File: config.mk
export PLATFORM = sky130hd
export DESIGN_NAME = ipa_ctx_fetch_ctrl
export DESIGN_NICKNAME = d
export VERILOG_FILES = /design/src/rtl/ipa_ctx_fetch_ctrl.sv
export SDC_FILE = /design/constraint.sdc
export NUM_CORES = 1
export LEC_CHECK = 0
export CAP_MARGIN = 0
export CORE_MARGIN = 10
export CORE_UTILIZATION = 55
export DETAILED_ROUTE_END_ITERATION = 12
export PLACE_DENSITY = 0.81
export SLEW_MARGIN = 10
export SYNTH_ARGS = -nofsm -noshare
export SYNTH_HDL_FRONTEND = slang
export SYNTH_SLANG_ARGS = --single-unit
File: constraint.sdc
create_clock -name clk -period 4.1 [get_ports clk]
set_input_delay 0.82 -clock clk [delete_from_list [all_inputs] [get_ports clk]]
set_output_delay 0.82 -clock clk [all_outputs]
set_load 0.01 [all_outputs]
File: src/rtl/ipa_ctx_fetch_ctrl.sv
// ipa_ctx_fetch_ctrl
//
// Context-fetch and execution sequencer for the IPA cluster. On start it
// reads len_i context words from NB_BANKS GCM banks in parallel, taking
// priority over the DMA crossbar on every bank it reads. It concatenates the
// bank words (bank 0 in the MS slice) and streams them through a small FIFO to
// the CGRA configuration port. Once the last word is accepted it enables
// execution until the PEs report end of execution.
//
// Ports:
//   clk, rst_n            clock, asynchronous active-low reset
//   start_i               one-cycle start pulse (ignored unless idle)
//   base_addr_i, len_i    first bank word address / context length, sampled on start
//   abort_i               cancel the current operation (no done_o)
//   gcm_req_o/addr_o      per-bank read request and word address
//   gcm_rdata_i           per-bank read data, valid one cycle after the request
//   dma_stall_o           blocks DMA crossbar access to each bank being read
//   ctx_valid_o/ready_i   context word handshake
//   ctx_data_o/idx_o      context word and its index within the context
//   exec_en_o             CGRA execute enable
//   end_exec_i            per-PE end-of-execution flags
//   busy_o, done_o        operation in progress / one-cycle completion pulse
//
// Handshake: a context word moves in every cycle where ctx_valid_o and
// ctx_ready_i are both high. While ctx_valid_o is high and ctx_ready_i is low,
// ctx_data_o and ctx_idx_o hold their values.
//
// Build option: define IPA_CTX_EXEC_ALL_EN to require every PE to have raised
// end_exec_i (accumulated in a sticky mask) before execution counts as
// complete. Without it, any single end_exec_i bit completes execution.

module ipa_ctx_fetch_ctrl #(
  parameter int NB_BANKS       = 2,
  parameter int DATA_WIDTH     = 32,
  parameter int ADDR_MEM_WIDTH = 12,
  parameter int LEN_WIDTH      = 16,
  parameter int NB_PE          = 16,
  parameter int FIFO_DEPTH     = 4
) (
  input  logic                               clk,
  input  logic                               rst_n,
  input  logic                               start_i,
  input  logic [ADDR_MEM_WIDTH-1:0]          base_addr_i,
  input  logic [LEN_WIDTH-1:0]               len_i,
  input  logic                               abort_i,
  output logic [NB_BANKS-1:0]                gcm_req_o,
  output logic [NB_BANKS*ADDR_MEM_WIDTH-1:0] gcm_addr_o,
  input  logic [NB_BANKS*DATA_WIDTH-1:0]     gcm_rdata_i,
  output logic [NB_BANKS-1:0]                dma_stall_o,
  output logic                               ctx_valid_o,
  input  logic                               ctx_ready_i,
  output logic [NB_BANKS*DATA_WIDTH-1:0]     ctx_data_o,
  output logic [LEN_WIDTH-1:0]               ctx_idx_o,
  output logic                               exec_en_o,
  input  logic [NB_PE-1:0]                   end_exec_i,
  output logic                               busy_o,
  output logic                               done_o
);

  localparam int CTXW = NB_BANKS * DATA_WIDTH;
  localparam int PW   = $clog2(FIFO_DEPTH);
  localparam int CW   = PW + 1;
  localparam logic [CW:0] DEPTH_C = (CW + 1)'(FIFO_DEPTH);

  localparam logic [1:0] ST_IDLE  = 2'd0;
  localparam logic [1:0] ST_FETCH = 2'd1;
  localparam logic [1:0] ST_DRAIN = 2'd2;
  localparam logic [1:0] ST_EXEC  = 2'd3;

  logic [1:0]                state_q, state_d;
  logic [ADDR_MEM_WIDTH-1:0] base_q, base_d;
  logic [LEN_WIDTH-1:0]      len_q, len_d;
  logic [LEN_WIDTH-1:0]      issued_q, issued_d;
  logic                      inflight_q, inflight_d;
  logic [PW-1:0]             wr_ptr_q, wr_ptr_d;
  logic [PW-1:0]             rd_ptr_q, rd_ptr_d;
  logic [CW-1:0]             count_q, count_d;
  logic [LEN_WIDTH-1:0]      idx_q, idx_d;
  logic                      done_q, done_d;
  logic                      busy_q, busy_d;
  logic [CTXW-1:0]           mem_q [FIFO_DEPTH];

`ifdef IPA_CTX_EXEC_ALL_EN
  logic [NB_PE-1:0]          mask_q, mask_d;
  logic [NB_PE-1:0]          mask_acc;
`endif

  logic                      push, pop, flush, issue, last_issue;
  logic                      credit_ok, exec_done, zero_start;
  logic [CW:0]               occupancy;
  logic [ADDR_MEM_WIDTH-1:0] cur_addr;
  logic [CTXW-1:0]           push_word;

  // Reorder bank words so that bank 0 lands in the most significant slice.
  always_comb begin
    push_word = '0;
    for (int b = 0; b < NB_BANKS; b++) begin
      push_word[(NB_BANKS-1-b)*DATA_WIDTH +: DATA_WIDTH] = gcm_rdata_i[b*DATA_WIDTH +: DATA_WIDTH];
    end
  end

  // Slots already filled plus the read still in flight must leave room for
  // one more word; this credit check is what keeps the FIFO from overflowing.
  assign occupancy = {1'b0, count_q} + {{CW{1'b0}}, inflight_q};
  assign credit_ok = occupancy < DEPTH_C;

  assign flush      = abort_i && (state_q != ST_IDLE);
  assign issue      = (state_q == ST_FETCH) && !abort_i && (issued_q < len_q) && credit_ok;
  assign last_issue = issue && (issued_q == len_q - LEN_WIDTH'(1));
  assign push       = inflight_q;
  assign pop        = (count_q != '0) && ctx_ready_i;
  assign zero_start = (state_q == ST_IDLE) && start_i && !abort_i && (len_i == '0);
  assign cur_addr   = base_q + ADDR_MEM_WIDTH'(issued_q);

`ifdef IPA_CTX_EXEC_ALL_EN
  // Include the current cycle's flags so completion is seen without delay.
  assign mask_acc  = mask_q | end_exec_i;
  assign exec_done = &mask_acc;
`else
  assign exec_done = |end_exec_i;
`endif

  always_comb begin
    state_d    = state_q;
    base_d     = base_q;
    len_d      = len_q;
    issued_d   = issued_q;
    inflight_d = issue;
    wr_ptr_d   = wr_ptr_q + PW'(push);
    rd_ptr_d   = rd_ptr_q + PW'(pop);
    count_d    = count_q + CW'(push) - CW'(pop);
    idx_d      = idx_q + LEN_WIDTH'(pop);
    done_d     = 1'b0;
`ifdef IPA_CTX_EXEC_ALL_EN
    mask_d     = mask_q;
`endif

    case (state_q)
      ST_IDLE: begin
        if (start_i && !abort_i && (len_i != '0)) begin
          base_d   = base_addr_i;
          len_d    = len_i;
          issued_d = '0;
          idx_d    = '0;
          state_d  = ST_FETCH;
        end else if (zero_start) begin
          done_d = 1'b1;
        end
      end
      ST_FETCH: begin
        if (issue) begin
          issued_d = issued_q + LEN_WIDTH'(1);
        end
        if (last_issue) begin
          state_d = ST_DRAIN;
        end
      end
      ST_DRAIN: begin
        // Last read landed and the CGRA took every word.
        if (!inflight_q && (count_q == '0)) begin
          state_d = ST_EXEC;
`ifdef IPA_CTX_EXEC_ALL_EN
          mask_d  = '0;
`endif
        end
      end
      ST_EXEC: begin
`ifdef IPA_CTX_EXEC_ALL_EN
        mask_d = mask_acc;
`endif
        if (exec_done) begin
          state_d = ST_IDLE;
          done_d  = 1'b1;
        end
      end
      default: state_d = ST_IDLE;
    endcase

    if (flush) begin
      state_d    = ST_IDLE;
      issued_d   = '0;
      inflight_d = 1'b0;
      wr_ptr_d   = '0;
      rd_ptr_d   = '0;
      count_d    = '0;
      idx_d      = '0;
      done_d     = 1'b0;
`ifdef IPA_CTX_EXEC_ALL_EN
      mask_d     = '0;
`endif
    end

    busy_d = (state_d != ST_IDLE) || zero_start;
  end

  always_ff @(posedge clk or negedge rst_n) begin
    if (!rst_n) begin
      state_q    <= ST_IDLE;
      base_q     <= '0;
      len_q      <= '0;
      issued_q   <= '0;
      inflight_q <= 1'b0;
      wr_ptr_q   <= '0;
      rd_ptr_q   <= '0;
      count_q    <= '0;
      idx_q      <= '0;
      done_q     <= 1'b0;
      busy_q     <= 1'b0;
`ifdef IPA_CTX_EXEC_ALL_EN
      mask_q     <= '0;
`endif
      for (int i = 0; i < FIFO_DEPTH; i++) begin
        mem_q[i] <= '0;
      end
    end else begin
      state_q    <= state_d;
      base_q     <= base_d;
      len_q      <= len_d;
      issued_q   <= issued_d;
      inflight_q <= inflight_d;
      wr_ptr_q   <= wr_ptr_d;
      rd_ptr_q   <= rd_ptr_d;
      count_q    <= count_d;
      idx_q      <= idx_d;
      done_q     <= done_d;
      busy_q     <= busy_d;
`ifdef IPA_CTX_EXEC_ALL_EN
      mask_q     <= mask_d;
`endif
      if (push && !flush) begin
        mem_q[wr_ptr_q] <= push_word;
      end
    end
  end

  assign gcm_req_o   = {NB_BANKS{issue}};
  assign dma_stall_o = {NB_BANKS{issue}};
  assign gcm_addr_o  = {NB_BANKS{cur_addr}};
  assign ctx_valid_o = (count_q != '0);
  assign ctx_data_o  = mem_q[rd_ptr_q];
  assign ctx_idx_o   = idx_q;
  assign exec_en_o   = (state_q == ST_EXEC);
  assign busy_o      = busy_q;
  assign done_o      = done_q;

endmodule

## Yosys cells after proc, flatten, opt, wreduce, memory -nomap -nowiden

Cells that the tools add are included.

- Input port bits: 113
- RAM bits: 0
- Register bits: 328
- Bits in latches: 0
- ROM bits: 0
- Memories kept: 0

- $add $sub $neg: 9
- Multipliers: 0
- Equality and inequality tests: 6
- Bitwise operators: 2
- Shift operators: 0
- Reductions and logical operators: 29
- Multiplexer cells: 28
- Magnitude comparators: 5
- Divide/modulo/power cells: 0

Operators with widths:

| cell | count |
|---|---|
| bitwise mux 256 bit | 1 |
| 2-to-1 mux 64 bit | 3 |
| binary-select mux 64 bit (select 2 bit) | 1 |
| demux 64 bit (select 2 bit) | 1 |
| 2-to-1 mux 16 bit | 6 |
| case mux 16 bit (2 select lines) | 1 |
| adder 16 x 1 -> 16 bit | 1 |
| adder 16 x 1 -> 16 bit, second input constant | 1 |
| equality test 16 bit | 1 |
| logical NOT 16 bit | 1 |
| less-than comparator 16 bit | 1 |
| nonzero test 16 bit | 1 |
| OR reduction 16 bit | 1 |
| subtractor 16 x 1 -> 16 bit, second input constant | 1 |
| logical AND 1 bit | 14 |
| 2-to-1 mux 2 bit | 7 |
| adder 12 bit | 1 |
| case mux 2 bit (4 select lines) | 1 |
| greater-or-equal comparator 3 bit, second input constant | 2 |
| inverter 2 -> 3 bit | 2 |
| nonzero test 3 bit | 2 |
| 2-to-1 mux 1 bit | 5 |
| adder 2 x 1 -> 2 bit | 2 |
| adder 3 x 1 -> 4 bit | 1 |
| other kinds (17) | 21 |

## Logic depth before layout (Yosys ltp)

Gate-level depths: netlist (run 1).

- Depth in word-level cells: 10
- Depth in mapped cells: 11

## Worst setup path before layout (run 1)

OpenSTA, ideal clock, no wires.

- Path kind: register -> output
- Start point: register issued_q[0]
- End point: output gcm_addr_o[22]
- Data arrival time: 2.604 ns
- Setup slack: 0.676 ns
- Cell stages (with the launch flop): 12
- Cell sequence: dfrtp_1 > ha_1 > inv_1 > fa_1 > nor2b_1 > o21ai_0 > a21boi_0 > o21ai_0 > nand2b_1 > a31oi_1 > o311ai_0 > buf_4

- Cells in the longest elaborated chain, start to end: 1

Ends and longest elaborated chain:

| item | RTL line | RTL |
|---|---|---|
| from (decl) | 73 | `logic [LEN_WIDTH-1:0] issued_q, issued_d;` |
| from (signal assigned) | 219 | `issued_q <= issued_d;` |
| adder 12 bit | 113 | `assign cur_addr = base_q + ADDR_MEM_WIDTH'(issued_q);` |
| to (decl) | 47 | `output logic [NB_BANKS*ADDR_MEM_WIDTH-1:0] gcm_addr_o,` |

Every way passes these cells.

## Worst setup path in the final report (run 1)

- Start point: register issued_q[1]
- End point: output gcm_addr_o[9]

Same word-level chain as after synthesis.

==> impl_metrics.yaml, run 1 <==
critical_path:
  setup.worst_path.class: "register to output port"
  reg2reg_slack_ps: 890
  reg2reg_to: "state_q[0]"
  endpoint_kind: "output port"
  reg2reg_depth: 9
  cp.required_ps: 3280
  start_kind: "register"
  arrival_ps: 3120
  crit_fanout: 7
  reg2reg_from: "len_q[1]"
detailed_routing:
  drt_iter0_drc: 538
  finalWirelength_microns: 38000
  drc: 0
  drtAntennaViolNets: 0
  num_vias: 10600
  via_per_inst: 5.85
  drt-pass1-iter-count: 5
  wl_per_cell_microns: 21.0
global_route:
  grt_start_max_net_pins: 92
  overflow: 0
  first_global_vias: 11400
  antenna_found_initial: 1
  grt_pass1_wl_microns: 61700
  grt.total_usage_pct: 20.9
synth:
  synth_nets: 1332
  syn_area_per_cell_sq_um: 13.6
  yosys-top-cells-area: "dfrtp_1 (51%), mux2_2 (20%), mux4_2 (9.0%)"
  synthArstFlopShare_pct: 100
  syn_area_sq_um: 16000
  synth_cells: 1176
  synth-edff-count: 0
  yosys_warnings: 0
  synth_cell_types: 64
  seq_area_frac_synth_pct: 51.2
  synth_top_area_share_pct: 51.2
  synth_top_cell_by_area: "dfrtp_1"
  ys.flop_type: "dfrtp_1"
  synth_seq_cells: 328
timing:
  slew_headroom_pct: 50.4
  finalCritPeriodShare_pct: 96.0
  drv_slew: 0
  fin_worst_skew_ps: 11.3
  period_minus_slack_ps: 3940
  hold_viol: 0
  setup_violations: 0
  fin_setup_tns_ps: 0
  clock.fmax_mhz: 254
  worst_slew_pin_slew_ps: 739
min_path:
  hp-class: "input port to asynchronous set/reset pin"
layout:
  fin_nets: 1551
  final_common_cell: "dfrtp_1"
  final_cell_mix: "dfrtp_1 (324), mux2_2 (283), clkdlybuf4s50_1 (217)"
  layout-drive-gt1-share_pct: 32.1
  area_growth_pct: 25.1
floorplanning:
  pin_count: 225
  die_x_microns: 191
  core-area_sq_um: 28700
  start_util_pct: 55.9
  die_y_microns: 191
  row_count: 62
  die_area_sq_um: 36400
cts:
  cts_sinks: 328
  htreeDepth: 2
  insertion_delay_ps: 520
  cts_tree: "built"
  root_buffer: "clkbuf_16"
  cts_setup_buffers: 0
  cts_made_buffers: 36
  cts.clk_slew.worst_paths_ps: 60
  cts_buffer_depth: 3
power_and_ir_drop:
  net-switching-power_mw: 4.89
  p_clk_share_pct: 21.7
  combinationalPowerShare_pct: 42.7
  p_seq_share_pct: 35.6
  vdd_drop_max_mv: 0.386
  leakagePower_nw: 8.87
  switching_share_pct: 32.1
  p_int_mw: 10.3
  p_per_area_nw_per_um2: 758
  p_total_mw: 15.2
placement:
  dpl.hpwl_microns: 26200
  port_buffers: 224
  place_congestion: 0.885
job:
  drv_cap: 0
status:
  status: "completed"
==> cell usage after synthesis (all sizes together) (16+ instances only) <==
master and instances:
inv 42, a21oi 29, nand2 34, mux2 283, o21ai 18, mux4 64
nand3 20, nor4 16, xnor2 21, ha 41, clkbuf 43, dfrtp 328
buf 28, nor2 42, xor2 18
==> registers in the layout (all words and copies together), names as in the netlist, 3 cells and up <==
| name | count |
|---|---|
| mem_q | 256 |
| ctx_idx_o | 16 |
| issued_q | 16 |
| len_q | 16 |
| base_q | 12 |
| count_q | 3 |
==> timing repair <==
| action | 4_1_cts | 5_1_grt |
|---|---|---|
| endpoints found under the setup margin | 6 | 14 |
| hold buffers | 0 | 0 |
| resized for setup | 6 | 11 |
| endpoints found under the hold margin | 0 | 0 |
| pin swaps | 0 | 1 |
==> how the worst max path moves through the flow <==
stage                      to         from  slack [ps]
3_3_place_gp   gcm_addr_o[10]  issued_q[0]         320
5_1_grt         gcm_addr_o[9]  issued_q[1]         -20
3_5_place_dp   gcm_addr_o[10]  issued_q[0]         230
2_1_floorplan  gcm_addr_o[22]  issued_q[0]         680
4_1_cts        gcm_addr_o[11]  issued_q[1]          10
6_report        gcm_addr_o[9]  issued_q[1]         160
==> stage by stage <==
stage	hold WS, ps	instance area, sq um	setup slack [ps]	util, %	cells
finish	330	20100	163	69.9	1807
global route	370	20100	-20.2	69.9	1806
CTS	356	20000	12.3	69.8	1805
detailed placement	487	18800	228	65.4	1741
global placement	481	18800	322	65.4	1741
floorplan	474	16000	676	-	1176
==> area by class of cell <==
class                      count  area, sq um
antenna                        2         5.00
clock buffer                  51         1060
clock inverter                13          175
fill                        1964         8650
inverter                      42          158
multi-input combinational    735         7390
sequential                   328         8220
tap                          384          480
timing repair buffer         252         2580
==> power by group through the flow <==
stage	clock network [mW]	registers (mW)	logic (mW)
2_1_floorplan	0	5.06	4.18
3_3_place_gp	0	5.33	6.37
3_5_place_dp	0	5.44	6.53
4_1_cts	3.38	5.41	6.58
5_1_grt	3.53	5.57	7.00
6_report	3.30	5.41	6.50
==> worst max-delay path, cell delays in order (launching register included) <==
cell and delay [ps]:
dfrtp_1 470, ha_1 310, a21o_1 150, a21oi_2 80, nor2b_1 230, nor4_2 90
o31ai_1 380, nor2_1 100, xnor2_1 210, clkdlybuf4s50_1 580
==> per-layer routing <==
metal | track usage (%) | vias up | share of wire (%)
met3 | 4.01 | 60 | 5.8
met1 | 26.7 | 5412 | 41
met4 | 6.09 | 0 | 2.5
li1 | - | 4810 | -
met2 | 35.6 | 292 | 51
met5 | 0 | - | 0
==> logic make-up (layout without fill, tap and decap cells) <==
group | Yosys count | count (layout) | share of synthesized area, %
fa+ha+maj | 43 | 43 | 3.45
other cells | 0 | 2 | 0
flops | 328 | 328 | 51.2
xor+xnor | 39 | 39 | 2.13
buf+inv | 113 | 358 | 3.07
simple gates | 193 | 193 | 6.43
mux | 348 | 348 | 28.9
compound gates | 112 | 112 | 4.81
No activity file was read; power rests on OpenSTA's default activity.
==> inputs of run 2 (changes only) <==
--- a/config.mk
+++ b/config.mk
@@ -7,9 +7,9 @@
 export LEC_CHECK = 0
 export CAP_MARGIN = 0
 export CORE_MARGIN = 10
-export CORE_UTILIZATION = 55
+export CORE_UTILIZATION = 30
 export DETAILED_ROUTE_END_ITERATION = 12
-export PLACE_DENSITY = 0.81
+export PLACE_DENSITY = 0.5
 export SLEW_MARGIN = 10
 export SYNTH_ARGS = -nofsm -noshare
 export SYNTH_HDL_FRONTEND = slang
==> impl_metrics.yaml, run 2 (synthesis gave the netlist of run 1 again) <==
status:
  status: "completed"
detailed_routing:
  drc: 0
  drt-pass1-iter-count: 4
  num_vias: 10500
  drt_iter0_drc: 519
  via_per_inst: 4.97
  wl_per_cell_microns: 20.3
  drtAntennaViolNets: 0
  finalWirelength_microns: 43000
cts:
  root_buffer: "clkbuf_16"
  cts.clk_slew.worst_paths_ps: 60
  cts_made_buffers: 40
  htreeDepth: 2
  cts_setup_buffers: 0
  cts_buffer_depth: 3
  cts_sinks: 328
  cts_tree: "built"
  insertion_delay_ps: 560
timing:
  worst_slack_ps: 254
  clock.fmax_mhz: 260
  hold_viol: 0
  fin_worst_skew_ps: 26.1
  finalCritPeriodShare_pct: 93.8
  fin_setup_tns_ps: 0
  setup_violations: 0
  period_minus_slack_ps: 3850
  slew_headroom_pct: 36.4
  worst_slew_pin_slew_ps: 955
  drv_slew: 0
  rsz0062_at_grt: "false"
job:
  drv_cap: 0
layout:
  nFillCells: 5018
  post-route-cell-area_sq_um: 20500
  multiInputGateArea_sq_um: 7390
  fin_nets: 1565
  largest_register: "mem_q"
  final_cell_mix: "dfrtp_1 (322), mux2_2 (283), clkdlybuf4s50_1 (217)"
  regArea_sq_um: 8220
  fin_cells: 2122
  layout-drive-gt1-share_pct: 32.7
  final_common_cell: "dfrtp_1"
  area_growth_pct: 28.0
  largest_reg_flops: 256
floorplanning:
  die_y_microns: 251
  die_area_sq_um: 63100
  pin_count: 225
  die_x_microns: 251
  start_util_pct: 30.4
  row_count: 84
  core-area_sq_um: 52800
critical_path:
  crit_fanout: 7
  cp.required_ps: 3280
  endpoint_kind: "output port"
  startpoint: "issued_q[1]"
  crit_end: "gcm_addr_o[9]"
  reg2reg_slack_ps: 870
  reg2reg_from: "len_q[1]"
  reg2reg_depth: 9
  reg2reg_to: "busy_o"
  arrival_ps: 3030
  start_kind: "register"
  setup.worst_path.class: "register to output port"
placement:
  place_inst: 2055
  pre_cts_ws_ps: 229
  place_congestion: 0.833
  dpl.hpwl_microns: 29800
  port_buffers: 224
  place_area_sq_um: 19200
power_and_ir_drop:
  p_total_mw: 15.4
  p_per_area_nw_per_um2: 748
  vdd_drop_max_mv: 0.454
  p_int_mw: 10.4
  combinationalPowerShare_pct: 42.3
  net-switching-power_mw: 4.99
  p_seq_share_pct: 35.3
  leakagePower_nw: 8.90
  switching_share_pct: 32.5
  p_clk_share_pct: 22.4
global_route:
  grt.total_usage_pct: 13.6
  overflow: 0
  grt_start_max_net_pins: 109
  antenna_found_initial: 1
  first_global_vias: 11300
  grt_pass1_wl_microns: 68100
min_path:
  hp-class: "input port to asynchronous set/reset pin"
-- run 2: changes by cell type in the layout (fill, tap and decap cells not counted), moves of 2 or more --
cell	delta
buf_4	+10
clkbuf_1	+4
clkbuf_16	+4
clkbuf_2	+2
clkbuf_8	-3
clkinvlp_4	-2
dfrtp_1	-2
dlymetal6s2s_1	-3
-- run 2: power by group through the flow --
stage	Clock [mW]	Sequential, mW	Combinational [mW]
after floorplan	0	5.06	4.18
after global routing	3.70	5.61	7.09
final	3.44	5.42	6.49
after detailed placement	0	5.49	6.62
after global placement	0	5.44	6.56
after CTS	3.58	5.44	6.63
-- run 2: metrics by stage --
| step | hold WS [ps] | util (%) |
|---|---|---|
| detailed placement | 487 | 36.5 |
| floorplan | 474 | - |
| global route | 437 | 38.9 |
| CTS | 395 | 38.9 |
| global placement | 482 | 36.5 |
| finish | 370 | 38.9 |
-- run 2: area by class of cell --
cell class	count	area share, %
Sequential cell	328	40.0
Clock inverter	10	0.652
Timing Repair Buffer	262	12.8
Clock buffer	56	5.51
Multi-Input combinational cell	735	36.0
Tap cell	688	4.19
Inverter	42	0.768
Antenna cell	1	0.0122
-- run 2: worst min path at each step --
stage	from	endpoint	slack, ps	cells past startpoint
after detailed placement	mem_q[64]	mem_q[64]	490	1
after floorplan	mem_q[100]	mem_q[100]	470	1
after global placement	mem_q[149]	mem_q[149]	480	1
final	rst_n	done_o	370	1
after CTS	rst_n	done_o	390	1
after global routing	rst_n	done_o	440	1
-- run 2: critical path, stage by stage, from the launching register on --
cell	delay (ps)
dfrtp_1	460
ha_1	310
a21o_1	130
a21oi_2	70
nor2b_1	220
nor4_2	70
o31ai_1	310
nor2_1	90
xnor2_1	210
clkdlybuf4s50_1	590
-- run 2: repair_timing --
item,4_1_cts,5_1_grt
pin swaps,0,1
gates cloned,0,0
endpoints found under the setup margin,6,12
gates resized for setup,9,15
hold buffers,0,0
-- run 2: layer usage --
metal / vias up / share of wire (%) / global-route usage, %
met4: 0 / 1.9 / 4.05
li1: 4825 / - / -
met5: - / 0 / 0
met2: 219 / 47 / 22.3
met1: 5441 / 46 / 17.8
met3: 55 / 5.1 / 2.94
